$ cat src/rtl/rotating_square_scanner.sv
// Rotating-square generator for a multiplexed common-anode seven-segment display.
// Define ROTSQ_BOUNCE_EN to make the square ping-pong instead of wrapping (dir_i is then ignored).
module rotating_square_scanner #(
  parameter int NUM_DIGITS  = 4,
  parameter int REFRESH_DIV = 2**18,
  parameter int STEP_DIV    = 2**24
) (
  input  logic                  clk_i,
  input  logic                  rst_i,
  input  logic                  en_i,
  input  logic                  dir_i,
  output logic [NUM_DIGITS-1:0] an_o,
  output logic [6:0]            sseg_o
);

  localparam int NUM_POS = 2 * NUM_DIGITS;
  localparam int RCNT_W  = (REFRESH_DIV > 1) ? $clog2(REFRESH_DIV) : 1;
  localparam int SCNT_W  = (STEP_DIV > 1) ? $clog2(STEP_DIV) : 1;
  localparam int DIG_W   = (NUM_DIGITS > 1) ? $clog2(NUM_DIGITS) : 1;
  localparam int POS_W   = $clog2(NUM_POS);

  localparam logic [RCNT_W-1:0] RCNT_LAST = RCNT_W'(REFRESH_DIV - 1);
  localparam logic [SCNT_W-1:0] SCNT_LAST = SCNT_W'(STEP_DIV - 1);
  localparam logic [DIG_W-1:0]  DIG_LAST  = DIG_W'(NUM_DIGITS - 1);
  localparam logic [POS_W-1:0]  POS_LAST  = POS_W'(NUM_POS - 1);

  localparam logic [6:0] SEG_TOP   = 7'b0011100;
  localparam logic [6:0] SEG_BOT   = 7'b0100011;
  localparam logic [6:0] SEG_BLANK = 7'b1111111;

  logic [RCNT_W-1:0] rcnt_q;
  logic [SCNT_W-1:0] scnt_q;
  logic [DIG_W-1:0]  digit_q;
  logic [POS_W-1:0]  pos_q;
  logic [POS_W-1:0]  pos_d;
  logic              refresh_tick;
  logic              step_tick;
  logic [NUM_DIGITS-1:0] an_d;
  logic [6:0]            sseg_d;

`ifdef ROTSQ_BOUNCE_EN
  logic fwd_q;
  logic fwd_d;
  logic unused_dir;
  assign unused_dir = dir_i;
`endif

  // Top row runs left-to-right as p rises, bottom row right-to-left.
  function automatic logic [6:0] seg_for(input logic [DIG_W-1:0] d, input logic [POS_W-1:0] p);
    int di;
    int pi;
    logic [6:0] seg;
    di  = int'(d);
    pi  = int'(p);
    seg = SEG_BLANK;
    if (pi < NUM_DIGITS) begin
      if (di == NUM_DIGITS - 1 - pi) seg = SEG_TOP;
    end else begin
      if (di == pi - NUM_DIGITS) seg = SEG_BOT;
    end
    return seg;
  endfunction

  assign refresh_tick = (rcnt_q == RCNT_LAST);
  assign step_tick    = en_i && (scnt_q == SCNT_LAST);

  always_comb begin
    pos_d = pos_q;
`ifdef ROTSQ_BOUNCE_EN
    fwd_d = fwd_q;
    if (step_tick) begin
      if (fwd_q) begin
        if (pos_q == POS_LAST) begin
          fwd_d = 1'b0;
          pos_d = POS_LAST - POS_W'(1);
        end else begin
          pos_d = pos_q + POS_W'(1);
        end
      end else begin
        if (pos_q == '0) begin
          fwd_d = 1'b1;
          pos_d = POS_W'(1);
        end else begin
          pos_d = pos_q - POS_W'(1);
        end
      end
    end
`else
    if (step_tick) begin
      if (dir_i) pos_d = (pos_q == '0) ? POS_LAST : pos_q - POS_W'(1);
      else       pos_d = (pos_q == POS_LAST) ? '0 : pos_q + POS_W'(1);
    end
`endif
  end

  always_comb begin
    an_d   = ~(NUM_DIGITS'(1) << digit_q);
    sseg_d = seg_for(digit_q, pos_q);
  end

  always_ff @(posedge clk_i) begin
    if (rst_i) begin
      rcnt_q  <= '0;
      scnt_q  <= '0;
      digit_q <= '0;
      pos_q   <= '0;
      an_o    <= '1;
      sseg_o  <= SEG_BLANK;
`ifdef ROTSQ_BOUNCE_EN
      fwd_q   <= 1'b1;
`endif
    end else begin
      rcnt_q <= refresh_tick ? '0 : rcnt_q + RCNT_W'(1);
      if (refresh_tick) digit_q <= (digit_q == DIG_LAST) ? '0 : digit_q + DIG_W'(1);
      if (en_i) scnt_q <= step_tick ? '0 : scnt_q + SCNT_W'(1);
      pos_q  <= pos_d;
`ifdef ROTSQ_BOUNCE_EN
      fwd_q  <= fwd_d;
`endif
      // Outputs reflect the digit/position state of the previous cycle.
      an_o   <= an_d;
      sseg_o <= sseg_d;
    end
  end

endmodule
$ cat config.mk
export PLATFORM = sky130hd
export DESIGN_NAME = rotating_square_scanner
export DESIGN_NICKNAME = d
export VERILOG_FILES = /design/src/rtl/rotating_square_scanner.sv
export SDC_FILE = /design/constraint.sdc
export NUM_CORES = 1
export LEC_CHECK = 0
export CAP_MARGIN = 20
export CORE_ASPECT_RATIO = 0.8
export CORE_MARGIN = 3
export CORE_UTILIZATION = 45
export DETAILED_ROUTE_END_ITERATION = 6
export PLACE_DENSITY = 0.65
export SYNTH_ARGS = -nofsm -noshare
export SYNTH_HDL_FRONTEND = slang
export SYNTH_SLANG_ARGS = --single-unit
export TNS_END_PERCENT = 100
$ cat constraint.sdc
create_clock -name clk_i -period 1.75 [get_ports clk_i]
set_input_delay 0.175 -clock clk_i [delete_from_list [all_inputs] [get_ports clk_i]]
set_output_delay 0.175 -clock clk_i [all_outputs]
set_load 0.01 [all_outputs]
==> impl_metrics.env <==
export IMPL_grt_remaining_overflow=0
export IMPL_clkSlewWorstSetupHoldPaths_ns=0.10
export IMPL_drt_pre_antenna_iters=4
export IMPL_timing_slew_headroom=0.782
export IMPL_setup_tns_ns=-0.178
export IMPL_fin_nets=362
export IMPL_io_buffers=14
export IMPL_timing_final_max_slew_violations=0
export IMPL_synth_ff_type="dfxtp_1"
export IMPL_drcViolationCount=0
export IMPL_clock_sinks=54
export IMPL_cp_max_fo=7
export IMPL_clock_root_buffer="clkbuf_8"
export IMPL_cts_htree_levels=2
export IMPL_worstMarginPinSlew_ns=0.325
export IMPL_fin_util=0.603
export IMPL_worstHoldPathType="in2reg"
export IMPL_numCtsBuffers=5
export IMPL_power_leakage_nw=1.19
export IMPL_rows=24
export IMPL_instances_no_fill=427
export IMPL_design_area_um2=3310
export IMPL_syn_area_um2=2590
export IMPL_postSynth_asyncResetShare=0
export IMPL_crit_required_ns=2.00
export IMPL_hold_buffers=0
export IMPL_place_area_um2=3100
export IMPL_status="finished with violations"
export IMPL_syn_nets=310
export IMPL_rsz0062_at_grt="yes"
export IMPL_max_freq_ghz=0.551
export IMPL_drtAntennaViolNets=0
export IMPL_synth_seq_area_share=0.418
export IMPL_grt_use_total=0.160
export IMPL_die_height_um=73.8
export IMPL_dp_hpwl_um=3800
export IMPL_power_per_cell_area_nw_per_um2=661
export IMPL_syn_inst=296
export IMPL_diodes=0
export IMPL_path_common_cell="or4_4"
export IMPL_timing_hold_ws_ns=0.450
export IMPL_crit_buf_inv=0
export IMPL_yosysTopAreaCell="dfxtp_1"
export IMPL_seq_area_um2=1090
export IMPL_period_needed_ns=1.82
export IMPL_initial_utilization=0.471
export IMPL_insertion_delay_ns=0.30
export IMPL_cts_tree="built"
export IMPL_vdd_drop_max_mv=0.496
export IMPL_maxCapViolCount=0
export IMPL_antenna_found_initial=0
export IMPL_core_um2=5500
export IMPL_synth_edf_count=0
export IMPL_violations="negative setup slack"
export IMPL_worst_slack_ns=-0.0650
export IMPL_cpPeakStageDelay_ns=0.62
export IMPL_startpoint_type="flop"
export IMPL_die_w_um=90.8
export IMPL_grt_pass1_wl_um=8830
export IMPL_first_global_vias=1970
export IMPL_crit_arrival_ns=2.06
export IMPL_synth_most_common_cell="dfxtp_1"
export IMPL_dp_cells=415
export IMPL_synth_common_cells="54 x dfxtp_1, 32 x nor2_1, 19 x nand3_1"
export IMPL_multi_input_area_um2=1470
export IMPL_setup_violations=6
export IMPL_routed_wl_um=5220
export IMPL_ys_ff_latch=54
export IMPL_cts_buffer_depth=2
export IMPL_cp_top_family="simple AND/OR/NAND/NOR gates"
export IMPL_vias_per_cell=5.22
export IMPL_fillers=512
export IMPL_post_synth_num_cell_types=43
export IMPL_syn_avg_cell_area_um2=8.74
export IMPL_cp_slowest_cell="or4_4"
export IMPL_dp_slack_ns=-0.401
export IMPL_worst_clock_skew_ns=0.0141
export IMPL_end_kind="flop"
export IMPL_yosys_area_top_type_share=0.418
export IMPL_hold_violations=0
export IMPL_wire_per_inst_um=12.2
export IMPL_grt_start_max_net_pins=23
export IMPL_io_pins=15
export IMPL_gp_congestion=0.825
export IMPL_worstPathCellList="ha_4, nand3_2, or4_4, or4_4, a21oi_2"
export IMPL_synthTopCellsByArea="dfxtp_1 42%, ha_1 4.8%, nor2_1 4.6%"
export IMPL_vias=2230
export IMPL_fin_crit_sh=1.04
export IMPL_drive_gt1_frac=0.238
export IMPL_crit_type="reg2reg"
export IMPL_drt_initial_drc_count=73
export IMPL_area_delta_synth_final_pct=28.2
export IMPL_die_area_um2=6700
export IMPL_finalPower_mw=2.19
export IMPL_yosys_warnings=0
[kinds of logic after synthesis]
logic type | synth area share
compound gates | 0.110
buf+inv | 0.0474
xor+xnor | 0.0847
flops | 0.418
fa+ha+maj | 0.0484
simple gates | 0.291
[layer usage]
metal / share of wire / global-route usage
met5: 0 / 0
met4: 0.0052 / 0.0357
met3: 0.027 / 0.0348
met2: 0.42 / 0.251
met1: 0.55 / 0.225
[power by group]
group	total, mW	internal, mW	switching, mW
Combinational	0.0978	0.0479	0.0499
Sequential	1.26	1.24	0.0155
Clock	0.835	0.428	0.407
[final cells by class]
| type | count | area share |
|---|---|---|
| clock inverter | 2 | 0.0113 |
| sequential | 54 | 0.328 |
| clock buffer | 6 | 0.0219 |
| inverter | 10 | 0.0113 |
| multi-input combinational | 217 | 0.443 |
| tap | 78 | 0.0294 |
| timing repair buffer | 60 | 0.155 |
[tightest hold or removal path, stage by stage]
cell and delay [ns]:
dlygate4sd2_1 0.32, o211ai_1 0.14, a21oi_1 0.07
[repair_timing]
item                                    4_1_cts  5_1_grt
pin swaps                                     3        9
hold endpoints to repair                      0        0
setup buffers                                 0        4
endpoints found under the setup margin        8       24
gates resized for setup                       2       20
[cells in the final DEF, fill, tap and decap left out, types with 5 or more instances in the layout]
master / n
o21ai_0: 10
nand3_1: 18
inv_1: 10
and4_1: 5
or3_1: 10
nand2b_1: 7
xor2_1: 13
or4_4: 6
dfxtp_1: 48
buf_4: 43
nor2_1: 31
clkbuf_8: 5
nand2_1: 18
nand4_1: 11
clkdlybuf4s50_1: 13
xnor2_1: 12
dfxtp_2: 6
a21oi_1: 14
ha_1: 9
[registers in the layout, indices dropped and copies added (netlist names)]
signal   count
scnt_q      24
rcnt_q      18
an_o         4
pos_q        3
sseg_o       3
digit_q      2
[path summary, 6_finish.rpt]
path / startpoint / to / slack [ns] / cells past startpoint
setup / recovery: scnt_q[1] / scnt_q[20] / -0.07 / 5
hold / removal: en_i / scnt_q[1] / 0.45 / 3
setup reg to reg: scnt_q[1] / scnt_q[20] / -0.07 / 5
hold reg to reg: scnt_q[22] / scnt_q[22] / 0.48 / 2
Note: power is estimated with default switching activity, not from simulation.
